===== src/rtl/apb2axi_cmpl_sched_if.sv =====
// Completion scheduler bus: response_handler push side,
// SW status/consume side and RDF drain handshake.
interface apb2axi_cmpl_sched_if #(
    parameter int TAG_W = 4,
    parameter int DEPTH = 2**TAG_W
);
    localparam int CW = $clog2(DEPTH) + 1;

    logic             cmpl_valid;
    logic             cmpl_ready;
    logic [TAG_W-1:0] cmpl_tag;
    logic             cmpl_is_write;
    logic             cmpl_error;
    logic             head_valid;
    logic [TAG_W-1:0] head_tag;
    logic             head_is_write;
    logic             head_error;
    logic             consume_valid;
    logic [TAG_W-1:0] consume_tag;
    logic             rdf_req;
    logic [TAG_W-1:0] rdf_req_tag;
    logic             rdf_done;
    logic             pop_pulse;
    logic             consume_err;
    logic             dup_err;
    logic [CW-1:0]    count;

    modport master (
        output cmpl_valid, cmpl_tag, cmpl_is_write, cmpl_error,
        output consume_valid, consume_tag, rdf_done,
        input  cmpl_ready, head_valid, head_tag, head_is_write,
        input  head_error, rdf_req, rdf_req_tag, pop_pulse,
        input  consume_err, dup_err, count
    );

    modport slave (
        input  cmpl_valid, cmpl_tag, cmpl_is_write, cmpl_error,
        input  consume_valid, consume_tag, rdf_done,
        output cmpl_ready, head_valid, head_tag, head_is_write,
        output head_error, rdf_req, rdf_req_tag, pop_pulse,
        output consume_err, dup_err, count
    );
endinterface


===== src/rtl/apb2axi_cmpl_sched.sv =====
// In-order completion queue with duplicate-tag rejection and
// RDF drain sequencing for read completions (PCLK domain).
module apb2axi_cmpl_sched #(
    parameter int TAG_W = 4,
    parameter int DEPTH = 2**TAG_W
) (
    input logic pclk,
    input logic presetn,
    apb2axi_cmpl_sched_if.slave bus
);
    localparam int NUM_TAGS = 2**TAG_W;
    localparam int AW = $clog2(DEPTH);
    localparam int CW = AW + 1;
    localparam int EW = TAG_W + 2;

    localparam logic [1:0] S_EMPTY   = 2'd0;
    localparam logic [1:0] S_PRESENT = 2'd1;
    localparam logic [1:0] S_DRAIN   = 2'd2;

    logic [1:0]          state, state_nxt;
    logic [CW-1:0]       wr_ptr, rd_ptr, cnt, cnt_nxt;
    logic [EW-1:0]       mem [DEPTH];
    logic [NUM_TAGS-1:0] pending, pending_nxt;
    logic                full, can_take, push, dup, pop;
    logic                hit, drain_go, cons_bad;
    logic                head_valid_q, head_is_write_q, head_error_q;
    logic [TAG_W-1:0]    head_tag_q, rdf_req_tag_q;
    logic                rdf_req_q, pop_pulse_q, consume_err_q, dup_err_q;

    assign cnt  = wr_ptr - rd_ptr;
    assign full = (wr_ptr[AW] != rd_ptr[AW]) &&
                  (wr_ptr[AW-1:0] == rd_ptr[AW-1:0]);

    assign hit = (state == S_PRESENT) && head_valid_q &&
                 bus.consume_valid &&
                 (bus.consume_tag == head_tag_q);
    assign drain_go = hit && !(head_is_write_q || head_error_q);
    assign cons_bad = bus.consume_valid && !hit;
    assign pop = (hit && (head_is_write_q || head_error_q)) ||
                 ((state == S_DRAIN) && bus.rdf_done);

    // A pop frees a slot in the same cycle, so a full queue may still accept
    assign can_take = bus.cmpl_valid && (!full || pop);
    assign push     = can_take && !pending[bus.cmpl_tag];
    assign dup      = can_take && pending[bus.cmpl_tag];

    assign cnt_nxt = cnt + {{(CW-1){1'b0}}, push}
                         - {{(CW-1){1'b0}}, pop};

    always_comb begin
        pending_nxt = pending;
        if (pop)
            pending_nxt[head_tag_q] = 1'b0;
        if (push)
            pending_nxt[bus.cmpl_tag] = 1'b1;
    end

    always_comb begin
        state_nxt = state;
        case (state)
            S_EMPTY: begin
                if (cnt != '0)
                    state_nxt = S_PRESENT;
            end
            S_PRESENT: begin
                if (pop)
                    state_nxt = (cnt_nxt != '0) ? S_PRESENT : S_EMPTY;
                else if (drain_go)
                    state_nxt = S_DRAIN;
            end
            S_DRAIN: begin
                if (pop)
                    state_nxt = (cnt_nxt != '0) ? S_PRESENT : S_EMPTY;
            end
            default: state_nxt = S_EMPTY;
        endcase
    end

    always_ff @(posedge pclk) begin
        if (push)
            mem[wr_ptr[AW-1:0]] <= {bus.cmpl_is_write, bus.cmpl_error,
                                    bus.cmpl_tag};
    end

    always_ff @(posedge pclk or negedge presetn) begin
        if (!presetn) begin
            state           <= S_EMPTY;
            wr_ptr          <= '0;
            rd_ptr          <= '0;
            pending         <= '0;
            head_valid_q    <= 1'b0;
            head_is_write_q <= 1'b0;
            head_error_q    <= 1'b0;
            head_tag_q      <= '0;
            rdf_req_q       <= 1'b0;
            rdf_req_tag_q   <= '0;
            pop_pulse_q     <= 1'b0;
            consume_err_q   <= 1'b0;
            dup_err_q       <= 1'b0;
        end else begin
            state   <= state_nxt;
            pending <= pending_nxt;
            if (push)
                wr_ptr <= wr_ptr + CW'(1);
            if (pop)
                rd_ptr <= rd_ptr + CW'(1);
            if (rd_ptr != wr_ptr)
                {head_is_write_q, head_error_q, head_tag_q} <=
                    mem[rd_ptr[AW-1:0]];
            else
                {head_is_write_q, head_error_q, head_tag_q} <= '0;
            // Hidden for one cycle after a pop while the next head loads
            head_valid_q  <= (state_nxt == S_PRESENT) && !pop;
            rdf_req_q     <= drain_go;
            if (drain_go)
                rdf_req_tag_q <= head_tag_q;
            pop_pulse_q   <= pop;
            consume_err_q <= cons_bad;
            dup_err_q     <= dup;
        end
    end

    assign bus.cmpl_ready    = !full;
    assign bus.head_valid    = head_valid_q;
    assign bus.head_tag      = head_tag_q;
    assign bus.head_is_write = head_is_write_q;
    assign bus.head_error    = head_error_q;
    assign bus.rdf_req       = rdf_req_q;
    assign bus.rdf_req_tag   = rdf_req_tag_q;
    assign bus.pop_pulse     = pop_pulse_q;
    assign bus.consume_err   = consume_err_q;
    assign bus.dup_err       = dup_err_q;
    assign bus.count         = cnt;
endmodule


===== src/flat_wrapper.sv =====
// flat-port wrapper written by rule: the top's interface ports become plain ports
module apb2axi_cmpl_sched_flat 
#(
    parameter int TAG_W = 4,
    parameter int DEPTH = 2**TAG_W
)
  (pclk, presetn, bus_cmpl_valid, bus_cmpl_tag, bus_cmpl_is_write, bus_cmpl_error, bus_consume_valid, bus_consume_tag, bus_rdf_done, bus_cmpl_ready, bus_head_valid, bus_head_tag, bus_head_is_write, bus_head_error, bus_rdf_req, bus_rdf_req_tag, bus_pop_pulse, bus_consume_err, bus_dup_err, bus_count);
  apb2axi_cmpl_sched_if #(.TAG_W(TAG_W), .DEPTH(DEPTH)) bus_i ();
  input logic pclk;
  input logic presetn;
  input wire logic [$bits(bus_i.cmpl_valid)-1:0] bus_cmpl_valid;
  input wire logic [$bits(bus_i.cmpl_tag)-1:0] bus_cmpl_tag;
  input wire logic [$bits(bus_i.cmpl_is_write)-1:0] bus_cmpl_is_write;
  input wire logic [$bits(bus_i.cmpl_error)-1:0] bus_cmpl_error;
  input wire logic [$bits(bus_i.consume_valid)-1:0] bus_consume_valid;
  input wire logic [$bits(bus_i.consume_tag)-1:0] bus_consume_tag;
  input wire logic [$bits(bus_i.rdf_done)-1:0] bus_rdf_done;
  output wire logic [$bits(bus_i.cmpl_ready)-1:0] bus_cmpl_ready;
  output wire logic [$bits(bus_i.head_valid)-1:0] bus_head_valid;
  output wire logic [$bits(bus_i.head_tag)-1:0] bus_head_tag;
  output wire logic [$bits(bus_i.head_is_write)-1:0] bus_head_is_write;
  output wire logic [$bits(bus_i.head_error)-1:0] bus_head_error;
  output wire logic [$bits(bus_i.rdf_req)-1:0] bus_rdf_req;
  output wire logic [$bits(bus_i.rdf_req_tag)-1:0] bus_rdf_req_tag;
  output wire logic [$bits(bus_i.pop_pulse)-1:0] bus_pop_pulse;
  output wire logic [$bits(bus_i.consume_err)-1:0] bus_consume_err;
  output wire logic [$bits(bus_i.dup_err)-1:0] bus_dup_err;
  output wire logic [$bits(bus_i.count)-1:0] bus_count;
  assign bus_i.cmpl_valid = bus_cmpl_valid;
  assign bus_i.cmpl_tag = bus_cmpl_tag;
  assign bus_i.cmpl_is_write = bus_cmpl_is_write;
  assign bus_i.cmpl_error = bus_cmpl_error;
  assign bus_i.consume_valid = bus_consume_valid;
  assign bus_i.consume_tag = bus_consume_tag;
  assign bus_i.rdf_done = bus_rdf_done;
  assign bus_cmpl_ready = bus_i.cmpl_ready;
  assign bus_head_valid = bus_i.head_valid;
  assign bus_head_tag = bus_i.head_tag;
  assign bus_head_is_write = bus_i.head_is_write;
  assign bus_head_error = bus_i.head_error;
  assign bus_rdf_req = bus_i.rdf_req;
  assign bus_rdf_req_tag = bus_i.rdf_req_tag;
  assign bus_pop_pulse = bus_i.pop_pulse;
  assign bus_consume_err = bus_i.consume_err;
  assign bus_dup_err = bus_i.dup_err;
  assign bus_count = bus_i.count;
  apb2axi_cmpl_sched #(.TAG_W(TAG_W), .DEPTH(DEPTH)) u_core (.pclk(pclk), .presetn(presetn), .bus(bus_i));
endmodule

===== config.mk =====
export PLATFORM = sky130hd
export DESIGN_NAME = apb2axi_cmpl_sched_flat
export DESIGN_NICKNAME = d
export VERILOG_FILES = /design/src/rtl/apb2axi_cmpl_sched_if.sv /design/src/rtl/apb2axi_cmpl_sched.sv /design/src/flat_wrapper.sv
export SDC_FILE = /design/constraint.sdc
export NUM_CORES = 1
export LEC_CHECK = 0
export ABC_AREA = 1
export CAP_MARGIN = 20
export CORE_MARGIN = 4
export CORE_UTILIZATION = 50
export DETAILED_ROUTE_END_ITERATION = 7
export DONT_BUFFER_PORTS = 1
export GPL_TIMING_DRIVEN = 1
export PLACE_DENSITY = 0.71
export SLEW_MARGIN = 20
export SYNTH_ARGS = -nofsm -noshare
export SYNTH_HDL_FRONTEND = slang
export SYNTH_SLANG_ARGS = --single-unit

===== constraint.sdc =====
create_clock -name pclk -period 9.7 [get_ports pclk]
set_clock_uncertainty 0.1 [all_clocks]
set_input_delay 0.485 -clock pclk [delete_from_list [all_inputs] [get_ports pclk]]
set_output_delay 0.485 -clock pclk [all_outputs]
set_load 0.02 [all_outputs]

==> metrics.txt, run 1 <==
largest family of logic cells by synthesized area=simple AND/OR/NAND/NOR gates; Initial Util=between 50% and 60%; clock tree buffer depth=2; layout cells sized above 1=under 10%; Yosys reg bits=roughly 140; Post-route DRC=0; Root Driver=clkbuf_16; Area Growth Syn to Fin=11.66%; commonest non-fill, non-tap cells in the layout=nand2_1, edfxtp_1, o21ai_0; Iteration-0 DRC Markers=474; Crit Path Class=flip-flop to flip-flop; CP endpoint kind=flip-flop; max layer used=met4; post-synthesis mux area share=0%; maximum vdd drop=approximately 170 uV; arrival time at the worst endpoint=around 5.2 ns; first-pass GRT wire length=between 20 and 25 mm; period utilization=about half; Post-Synthesis Cells=between 600 and 700; leakage=around 2.7 nW; gr usage total=about a fifth; Yosys Warn Count=0; Die Ht=between 100 and 150 microns; wire per inst=18.25 microns; most common cell after layout, fill and taps aside=nand2_1; vias in the first global route=4,374; final net count=about 630; Clk Latency, worst-skew pair=0.42 ns; Sum Neg Setup Slack=0 ns; min Tclk post-route=5.022 ns; Core Region=between 10,000 and 15,000 sq um; Post-Route Utilization=57.73%; worst reg2reg setup slack=4.68 ns; wl on met1=around 6.2 mm; WHS=0.05923 ns; PwrDens=between 300 and 400 nW/um^2; H-tree levels=4; gr ovfl total=0; EDFF count, synth=96; hold crit path type=input pin to flip-flop; Final Hold Fails=0; CP Data Required Time=roughly 9.9 ns; Compound-Gate Fraction of Synth Area=roughly an eighth; Die X=roughly 120 microns; relative slew slack=30.77%; die area=about 14,000 sq um; met2 WL=between 6 and 7 mm; final-layout fill cell count=998; setup bufs post-CTS=0; Placed Cells=750; Max Clock Freq=approximately 0.20 GHz; Detailed Routing Iterations Pass 1=5; worst-path fanout max=39; Clock Pin Slew Worst Setup and Hold Paths=0.06 ns; total power draw=roughly 2.4 mW; sequential area share after synthesis=roughly 63%; Syn Area/Cell=about 10 sq um; area of the mapped netlist=around 6300 sq um; IO Pins=36; wire length on met3=between 1 and 1.5 mm; max-slew violation count=0; area share of the largest cell type after synthesis=~46%; Post-Route WL=around 14 mm; Setup Viol. Count Final=0; ys async rst share=between 30% and 40%; post-route ant nets=0; post-synthesis simple-gate area fraction=15.20%; Multi-input gate area=just over 2000 sq um; DR vias/cell=5.656; Synth Area in Adders=under 10%; total CTS buffers=17; Rows=40; status=finished clean; Synth Area in XOR/XNOR=under 10%; Cell Count, Final, Fillers Out=783; CP Launch Type=flip-flop; initial antenna violation count=0; DP HPWL=between 9 and 10 mm; post-synth net total=633; Yosys cell types=30; RSZ-0062 raised after global routing=false; Sequential Area=~4000 sq um; Synth area leaders=edfxtp_1, dfrtp_1, o21ai_0; largest net degree at the start of global routing=54; total clock sinks=139; MaxCap Viol Count=0; area leader, netlist=edfxtp_1; Inserted Diodes=0; TritonCTS clock tree=built; Worst Max-Slew Pin Slew=1.031 ns; routability cong.=around 0.9; Port Buffer Count=0; DR vias=4,429; dominant synthesized flop cell=edfxtp_1
==> worst max-delay path, stage by stage (launching register included) <==
cell     delay (ns)
dfrtp_1        0.87
inv_1          0.62
ha_1           0.49
nand4_1        0.11
inv_1          0.07
nand3_2        0.08
nand3_2        0.58
inv_1          0.36
ha_1           0.23
inv_1          0.06
fa_1           0.42
inv_1          0.09
nand2_1        0.05
nand3_1        0.07
nand3_1        0.12
nand2_1        0.08
nand2_1        0.05
nand2_1        0.07
nand2_1        0.06
nand2_1        0.05
nand2_1        0.05
nor2_1         0.14
nor2_1         0.06
==> power breakdown <==
| group | internal (mW) | leakage [nW] | total, mW | switching, mW |
|---|---|---|---|---|
| Clock | 0.399 | 0.278 | 0.636 | 0.237 |
| Combinational | 0.301 | 1.06 | 0.918 | 0.617 |
| Sequential | 0.743 | 1.37 | 0.873 | 0.130 |
==> registers in the layout (all words and copies together), names as in the netlist <==
signal,cells
u_core.wr_ptr,5
u_core.bus.rdf_req,1
u_core.bus.head_error,1
u_core.bus.pop_pulse,1
u_core.bus.dup_err,1
u_core.pending,16
u_core.state,2
u_core.bus.consume_err,1
u_core.rd_ptr,5
u_core.bus.head_valid,1
u_core.bus.head_is_write,1
u_core.bus.head_tag,4
u_core.mem,96
u_core.bus.rdf_req_tag,4
==> timing repair <==
item / in CTS / in global routing
endpoints found under the hold margin: 43 / 0
gates resized for setup: 0 / 0
hold buffers: 2 / 0
==> routing by layer <==
metal | vias to the layer above | GRT usage, %
li1 | 2092 | -
met5 | - | 0
met3 | 22 | 6.550
met4 | 0 | 9.234
met1 | 2137 | 27.65
met2 | 178 | 31.79
==> metrics by stage <==
stage | instance area (sq um) | setup slack (ns)
final | 7020 | 4.678
after global routing | 7020 | 4.178
after CTS | 7020 | 4.754
after detailed placement | 6409 | 4.778
after global placement | 6409 | 5.017
after floorplan | 6287 | 6.490
==> synth_stat cells (all sizes together), types with 2 or more instances <==
cell type and number:
nand2 104, edfxtp 96, o21ai 82, nor2 75, inv 56, dfrtp 43, nand3 25, nor3 16
clkbuf 15, o22ai 15, ha 14, o221ai 9, xor2 9, a21oi 8, a22oi 8, buf 7
a31oi 6, nand4 4, o211ai 3, fa 2, xnor2 2
==> layout make-up <==
type / instances / area share [%]
multi-input cells: 384 / 28.64
clock inverters: 13 / 2.174
well taps: 168 / 2.994
clock buffers: 18 / 6.113
flip-flops and latches: 139 / 56.39
repair buffers: 4 / 0.6416
inverters: 57 / 3.048
==> final timing paths <==
kind | start | to | cells after the start
setup / recovery | u_core.rd_ptr[1] | u_core.bus.head_valid | 22
setup reg to reg | u_core.rd_ptr[1] | u_core.bus.head_valid | 22
min in group asynchronous | presetn | u_core.bus.head_valid | 2
hold reg to reg | u_core.wr_ptr[4] | u_core.wr_ptr[4] | 2
hold / removal | bus_cmpl_tag[0] | u_core.mem[5][0] | 0
max in group asynchronous | presetn | u_core.pending[13] | 2
==> logic make-up (layout without fill, tap and decap cells) <==
group,count (synthesis),count (layout)
AO/OA/AOI/OAI,131,131
XOR/XNOR,11,11
adder cells (fa/ha/maj),16,16
buffers and inverters,79,92
flip-flops,139,139
AND/OR/NAND/NOR,226,226
No activity file was read; power rests on OpenSTA's default activity.
==> run 2: changes to the inputs <==
ABC_AREA = 0   (was 1)
clock period = 4.9 ns   (was 9.7 ns; I/O delays follow)
==> run 2 against run 1 <==
Clock power increased by 87%; via count decreased by 27%; design area decreased by 2.2%; worst setup slack got worse by 3.4 ns; sequential cell count unchanged; first-iteration DRC count decreased by 41%; combinational power increased by 84%; clock-buffer cell count unchanged; non-clock buffer count increased by 8; sequential share of layout area increased by 1.3 points; largest cell class unchanged.
==> metrics.txt, run 2 <==
r2r endpoint=u_core.state[0] (was u_core.bus.head_valid); gr usage total=18.80% (was 20.91%); total CTS buffers=17 (unchanged); Area Growth Syn to Fin=12.79% (was 11.66%); Compound-Gate Fraction of Synth Area=5.244% (was 11.82%); Post-Route WL=12.23 mm (was 14.29 mm); IO Pins=36 (unchanged); Synth Area in XOR/XNOR=3.228% (was 1.532%); Multi-input gate area=1992 sq um (was 2011 sq um); Finished Cell Area=6863 sq um (was 7020 sq um); Rows=40 (unchanged); post-synthesis simple-gate area fraction=7.403% (was 15.20%); MaxCap Viol Count=0 (unchanged); clock tree buffer depth=2 (unchanged); total clock sinks=139 (unchanged); first-pass GRT wire length=19.50 mm (was 22.67 mm); largest net degree at the start of global routing=44 (was 54); Post-route DRC=0 (unchanged); H-tree levels=4 (unchanged); Largest register FFs=96 (unchanged); most common cell after layout, fill and taps aside=edfxtp_1 (was nand2_1); DP HPWL=7.852 mm (was 9.151 mm); Max Clock Freq=0.2765 GHz (was 0.1991 GHz); WHS Endpoint=u_core.pending[6] (was u_core.mem[5][0]); maximum vdd drop=355.6 uV (was 167.2 uV); routability cong.=0.8328 (was 0.8980); Synth area leaders=edfxtp_1, dfrtp_1, mux4_2 (was edfxtp_1, dfrtp_1, o21ai_0); Core Region=11,960 sq um (was 12,160 sq um); Post-Route Utilization=57.37% (was 57.73%); Crit Path Class=flip-flop to flip-flop (unchanged); min Tclk post-route=3.616 ns (was 5.022 ns); max-slew violation count=0 (unchanged); Setup Viol. Count Final=0 (unchanged); final-layout fill cell count=900 (was 998); cell with the most instances after synthesis=edfxtp_1 (was nand2_1); final net count=420 (was 634); Yosys cell types=40 (was 30); Iteration-0 DRC Markers=281 (was 474); top cells by count, synth=edfxtp_1, dfrtp_1, mux4_2, o21ai_0 (was nand2_1, edfxtp_1, o21ai_0); hold wc startpoint=bus_cmpl_tag[3] (was bus_cmpl_tag[0]); Yosys reg bits=139 (unchanged); wire per inst=22.27 microns (was 18.25 microns); ys async rst share=30.94% (unchanged); Post-Synthesis Cells=372 (was 602); TritonCTS clock tree=built (unchanged); DR vias=3,243 (was 4,429); largest family of logic cells by synthesized area=multiplexers (was simple AND/OR/NAND/NOR gates); Initial Util=50.87% (was 51.70%); RSZ-0062 raised after global routing=false (unchanged); WHS Path Cells=3 (was 0); gr ovfl total=0 (unchanged); post-synth net total=403 (was 633); Yosys Warn Count=0 (unchanged); PwrDens=663.6 nW/um^2 (was 345.7 nW/um^2); cts repair resizes=0 (unchanged); relative slew slack=48.51% (was 30.77%); DR vias/cell=5.907 (was 5.656); Port Buffer Count=0 (unchanged); Die X=118.3 microns (was 120.1 microns); period utilization=73.80% (was 51.77%); CP Data Required Time=5.10 ns (was 9.90 ns); post-route ant nets=0 (unchanged); area share of the largest cell type after synthesis=47.38% (was 45.85%); post-synthesis mux area share=13.33% (was 0%); Root Driver=clkbuf_16 (unchanged); Detailed Routing Iterations Pass 1=4 (was 5); CP endpoint kind=flip-flop (unchanged); EDFF count, synth=96 (unchanged); layout cells sized above 1=20.15% (was 7.805%); FF-to-FF path depth=13 (was 22); arrival time at the worst endpoint=3.82 ns (was 5.22 ns); commonest non-fill, non-tap cells in the layout=edfxtp_1, dfrtp_1, o21ai_0, mux4_2, clkbuf_16 (was nand2_1, edfxtp_1, o21ai_0); sequential area share after synthesis=65.06% (was 62.97%); worst reg2reg setup slack=1.28 ns (was 4.68 ns); total power draw=4.554 mW (was 2.427 mW); Inserted Diodes=0 (unchanged); dpl cell area=6202 sq um (was 6409 sq um); Final Hold Fails=0 (unchanged); area leader, netlist=edfxtp_1 (unchanged); Worst Max-Slew Pin Slew=0.7698 ns (was 1.031 ns); hold crit path type=input pin to flip-flop (unchanged); Die Ht=118.3 microns (was 120.1 microns); vias in the first global route=3,397 (was 4,374); Clock Pin Slew Worst Setup and Hold Paths=0.06 ns (about the same); Sequential Area=3959 sq um (unchanged); worst-path fanout max=14 (was 39); dominant synthesized flop cell=edfxtp_1 (unchanged); Syn Area/Cell=16.36 sq um (was 10.44 sq um); CP Launch Type=flip-flop (unchanged); Reg-to-Reg Start=u_core.bus.head_tag[2] (was u_core.rd_ptr[1]); area of the mapped netlist=6085 sq um (was 6287 sq um); Sum Neg Setup Slack=0 ns (unchanged); Synth Area in Adders=3.537% (was 3.423%); leakage=2.486 nW (was 2.705 nW); initial antenna violation count=0 (unchanged); status=finished clean (unchanged); Clk Latency, worst-skew pair=0.43 ns (was 0.42 ns); die area=14,000 sq um (was 14,430 sq um)
[run 2: cell count changes in the layout (fill, tap and decap cells not counted), sizes merged, moves of 10 or more]
cell,before,now
o21ai,82,34
inv,56,17
nand2,104,16
nor3,16,2
nand3,25,5
and3,0,17
o22ai,15,1
mux4,0,34
nor2b,0,10
nor2,75,10
[run 2: kinds of logic (layout without fill, tap and decap cells)]
logic type,count (synthesis),in the layout
compound gates,52,52
xor+xnor,20,20
simple gates,79,79
mux,38,38
fa+ha+maj,16,16
buf+inv,28,58
flops,139,139
[run 2: what timing repair did]
| action | 4_1_cts | 5_1_grt |
|---|---|---|
| hold endpoints to repair | 155 | 0 |
| hold buffers | 10 | 0 |
| setup buffers | 0 | 0 |
[run 2: how the worst max path moves through the flow]
stage,start,to,slack [ns],cells past startpoint
after floorplan,u_core.rd_ptr[1],u_core.state[0],1.21,18
after global placement,u_core.bus.head_tag[2],u_core.state[0],1.47,13
after detailed placement,u_core.bus.head_tag[2],u_core.state[0],1.31,13
after CTS,u_core.bus.head_tag[2],u_core.state[0],1.28,13
after global routing,u_core.rd_ptr[2],u_core.state[0],1.02,15
final,u_core.bus.head_tag[2],u_core.state[0],1.28,13
[run 2: final cells by class]
class / count / share of cell area, %
multi-input combinational: 205 / 29.02
inverter: 14 / 0.7657
sequential: 139 / 57.68
clock buffer: 18 / 6.253
tap: 147 / 2.680
clock inverter: 14 / 1.768
timing repair buffer: 12 / 1.823
[run 2: metrics by stage]
| stage | hold slack, ns | cells | worst slack, ns |
|---|---|---|---|
| global placement | -0.1493 | 507 | 1.468 |
| CTS | 0.002138 | 549 | 1.278 |
| global route | 0.01798 | 549 | 1.024 |
| detailed placement | -0.1495 | 507 | 1.313 |
| finish | 0.01795 | 549 | 1.284 |
| floorplan | -0.1506 | 372 | 1.213 |
[run 2: per-layer routing]
metal	global-route usage, %	up-vias	part of all wire [%]
li1	-	1463	-
met1	24.74	1659	43
met2	29.51	105	49
met3	6.220	16	6.2
met4	6.593	0	1.5
met5	0	-	0
[run 2: critical path, stage by stage, from the launching register on]
cell and delay, ns:
dfrtp_1 0.57, xor2_1 0.26, or3_4 0.40, o31ai_4 0.61
xnor2_1 0.19, ha_1 0.18, inv_1 0.06, fa_1 0.39
inv_1 0.08, a21o_1 0.13, a21oi_1 0.09, xnor3_1 0.19
o22ai_1 0.15, o21ai_0 0.10
[run 2: where the power goes]
group,switching [mW],internal (mW)
sequential,0.224,1.46
combinational,0.914,0.771
clock,0.493,0.697
total,1.63,2.92
==> run 3: changes to the inputs <==
clock period = 3.5 ns   (was 4.9 ns; I/O delays follow)
==> run 3 against run 2 <==
Via count increased by 2.9%; worst hold slack gained 0.012 ns; design area rose by 1.8%; worst setup slack got worse by 1.1 ns; sequential cell count unchanged; clock power rose by 51%; largest cell class unchanged.
==> metrics.txt, run 3 (synthesis results as in run 2) <==
CP Launch Type=flip-flop (unchanged); Post-route DRC=0 (unchanged); Initial Util=50.87% (unchanged); Root Driver=clkbuf_16 (unchanged); routability cong.=0.8305 (was 0.8328); CP Cell Sequence=inv_1 > ha_1 > nand2_1 > nor2_1 > nand2_1 > o311a_4 > ha_1 > inv_1 > fa_1 > inv_1 > a21o_1 > a21oi_1 > xnor3_1 > o22ai_1 > o21ai_0 (was xor2_1 > or3_4 > o31ai_4 > xnor2_1 > ha_1 > inv_1 > fa_1 > inv_1 > a21o_1 > a21oi_1 > xnor3_1 > o22ai_1 > o21ai_0); initial antenna violation count=1 (was 0); arrival time at the worst endpoint=3.46 ns (was 3.82 ns); Inserted Diodes=0 (unchanged); met2 WL=5.832 mm (was 6.013 mm); WHS=0.02970 ns (was 0.01795 ns); Post-Route WL=12.56 mm (was 12.23 mm); worst reg2reg setup slack=0.22 ns (was 1.28 ns); Setup Viol. Count Final=0 (unchanged); Sw Ratio=34.71% (was 35.81%); Detailed Routing Iterations Pass 1=5 (was 4); total CTS buffers=17 (unchanged); max layer used=met4 (unchanged); relative slew slack=46.34% (was 48.51%); Clk network pwr share=27.2% (was 26.1%); vias in the first global route=3,466 (was 3,397); Iteration-0 DRC Markers=347 (was 281); period utilization=93.67% (was 73.80%); CP most frequent cell=inv_1 (unchanged); most common cell after layout, fill and taps aside=edfxtp_1 (unchanged); final net count=430 (was 420); layout cells sized above 1=21.65% (was 20.15%); Crit Path Class=flip-flop to flip-flop (unchanged); clock tree buffer depth=2 (unchanged); min Tclk post-route=3.278 ns (was 3.616 ns); wire per inst=22.51 microns (was 22.27 microns); wl on met1=5.220 mm (was 5.272 mm); IO Pins=36 (unchanged); P_int=4.328 mW (was 2.924 mW); Largest delay share family, worst path=compound AO/OA/AOI/OAI gates (unchanged); H-tree levels=4 (unchanged); post-route ant nets=0 (unchanged); die area=14,000 sq um (unchanged); hold crit path type=input pin to flip-flop (unchanged); Rows=40 (unchanged); dpl cell area=6270 sq um (was 6202 sq um); WP buf/inv=3 (was 2); CP endpoint kind=flip-flop (unchanged); first-pass GRT wire length=19.58 mm (was 19.50 mm); Switch Pwr=2.301 mW (was 1.631 mW); worst-path fanout max=5 (was 14); Clk Latency, worst-skew pair=0.42 ns (was 0.43 ns); RSZ-0062 raised after global routing=false (unchanged); largest net degree at the start of global routing=44 (unchanged); Combinational Power Share=38.4% (was 37.0%); Die Ht=118.3 microns (unchanged); maximum vdd drop=551.3 uV (was 355.6 uV); max-slew violation count=0 (unchanged); Worst path max stage delay=0.41 ns (was 0.61 ns); Area Growth Syn to Fin=14.79% (was 12.79%); Die X=118.3 microns (unchanged); PwrDens=949.0 nW/um^2 (was 663.6 nW/um^2); TritonCTS clock tree=built (unchanged); status=finished clean (unchanged); Final Hold Fails=0 (unchanged); Largest register FFs=96 (unchanged); CP max-delay cell=ha_1 (was o31ai_4); wire length on met3=1.078 mm (was 759 microns); sequential power share=34.4% (was 36.9%); MaxCap Viol Count=0 (unchanged); gr ovfl total=0 (unchanged); DP HPWL=7.891 mm (was 7.852 mm); DR vias/cell=5.978 (was 5.907); leakage=2.561 nW (was 2.486 nW); DR vias=3,336 (was 3,243); gr usage total=19.04% (was 18.80%); Max Clock Freq=0.3050 GHz (was 0.2765 GHz); commonest non-fill, non-tap cells in the layout=edfxtp_1, dfrtp_1, o21ai_0, mux4_2, clkbuf_16 (unchanged); total clock sinks=139 (unchanged); CP Data Required Time=3.69 ns (was 5.10 ns); Core Region=11,960 sq um (unchanged); Sum Neg Setup Slack=0 ns (unchanged); Worst Max-Slew Pin Slew=0.8022 ns (was 0.7698 ns); Port Buffer Count=0 (unchanged); Finished Cell Area=6984 sq um (was 6863 sq um); Clock Pin Slew Worst Setup and Hold Paths=0.06 ns (about the same); final-layout fill cell count=882 (was 900)
## run 3: changes by cell type in the layout (fill, tap and decap cells not counted), sizes merged
| cell | previous run | this run |
|---|---|---|
| clkinv | 6 | 4 |
| buf | 3 | 12 |
| bufinv | 1 | 3 |
| dlygate4sd3 | 9 | 10 |
| inv | 17 | 19 |
| clkbuf | 18 | 17 |
| clkinvlp | 4 | 2 |
## run 3: what timing repair did
action                                 in CTS  in global routing
hold buffers                               11                  0
endpoints found under the hold margin     158                  0
resized for setup                           0                  0
setup buffers                               0                  0
## run 3: area by class of cell
class	instances	area, sq um	area share (%)
sequential	139	3959	56.68
multi-input combinational	205	1992	28.52
clock buffer	17	425.4	6.091
timing repair buffer	22	202.7	2.902
tap	147	183.9	2.633
clock inverter	14	168.9	2.418
inverter	14	52.55	0.7524
## run 3: worst paths after layout
kind	startpoint	depth (start not counted)	to
worst min register to register	u_core.rd_ptr[4]	1	u_core.rd_ptr[4]
max in group asynchronous	presetn	2	u_core.bus.head_tag[0]
worst max-delay path	u_core.wr_ptr[0]	15	u_core.state[0]
worst min-delay path	bus_cmpl_tag[2]	3	u_core.bus.dup_err
worst max register to register	u_core.wr_ptr[0]	15	u_core.state[0]
min in group asynchronous	presetn	2	u_core.wr_ptr[1]
## run 3: stage by stage
step	worst slack (ns)	total power [mW]	instances	utilization (%)
after floorplan	0.06692	4.191	372	-
after global placement	0.3906	4.718	516	52.42
after CTS	0.2739	6.654	558	58.39
after detailed placement	0.2995	4.806	516	52.42
after global routing	0.03213	7.031	558	58.39
final	0.2215	6.628	558	58.39
## run 3: worst reg2reg max path, stage by stage, from the launching register on
cell	delay, ns
dfrtp_1	0.39
inv_1	0.12
ha_1	0.41
nand2_1	0.11
nor2_1	0.09
nand2_1	0.21
o311a_4	0.38
ha_1	0.21
inv_1	0.07
fa_1	0.20
inv_1	0.06
a21o_1	0.16
a21oi_1	0.16
xnor3_1	0.23
o22ai_1	0.15
o21ai_0	0.11
## run 3: power groups by stage
stage	Combinational [mW]	Clock (mW)	Sequential, mW
after floorplan	1.91	0	2.28
after global placement	2.43	0	2.28
after detailed placement	2.50	0	2.31
after CTS	2.55	1.82	2.28
after global routing	2.81	1.91	2.31
final	2.54	1.80	2.28
## run 3: metal layers
metal | global-route usage [%] | vias up
li1 | - | 1478
met1 | 24.77 | 1682
met2 | 28.47 | 151
met3 | 7.273 | 25
met4 | 8.718 | 0
met5 | 0 | -
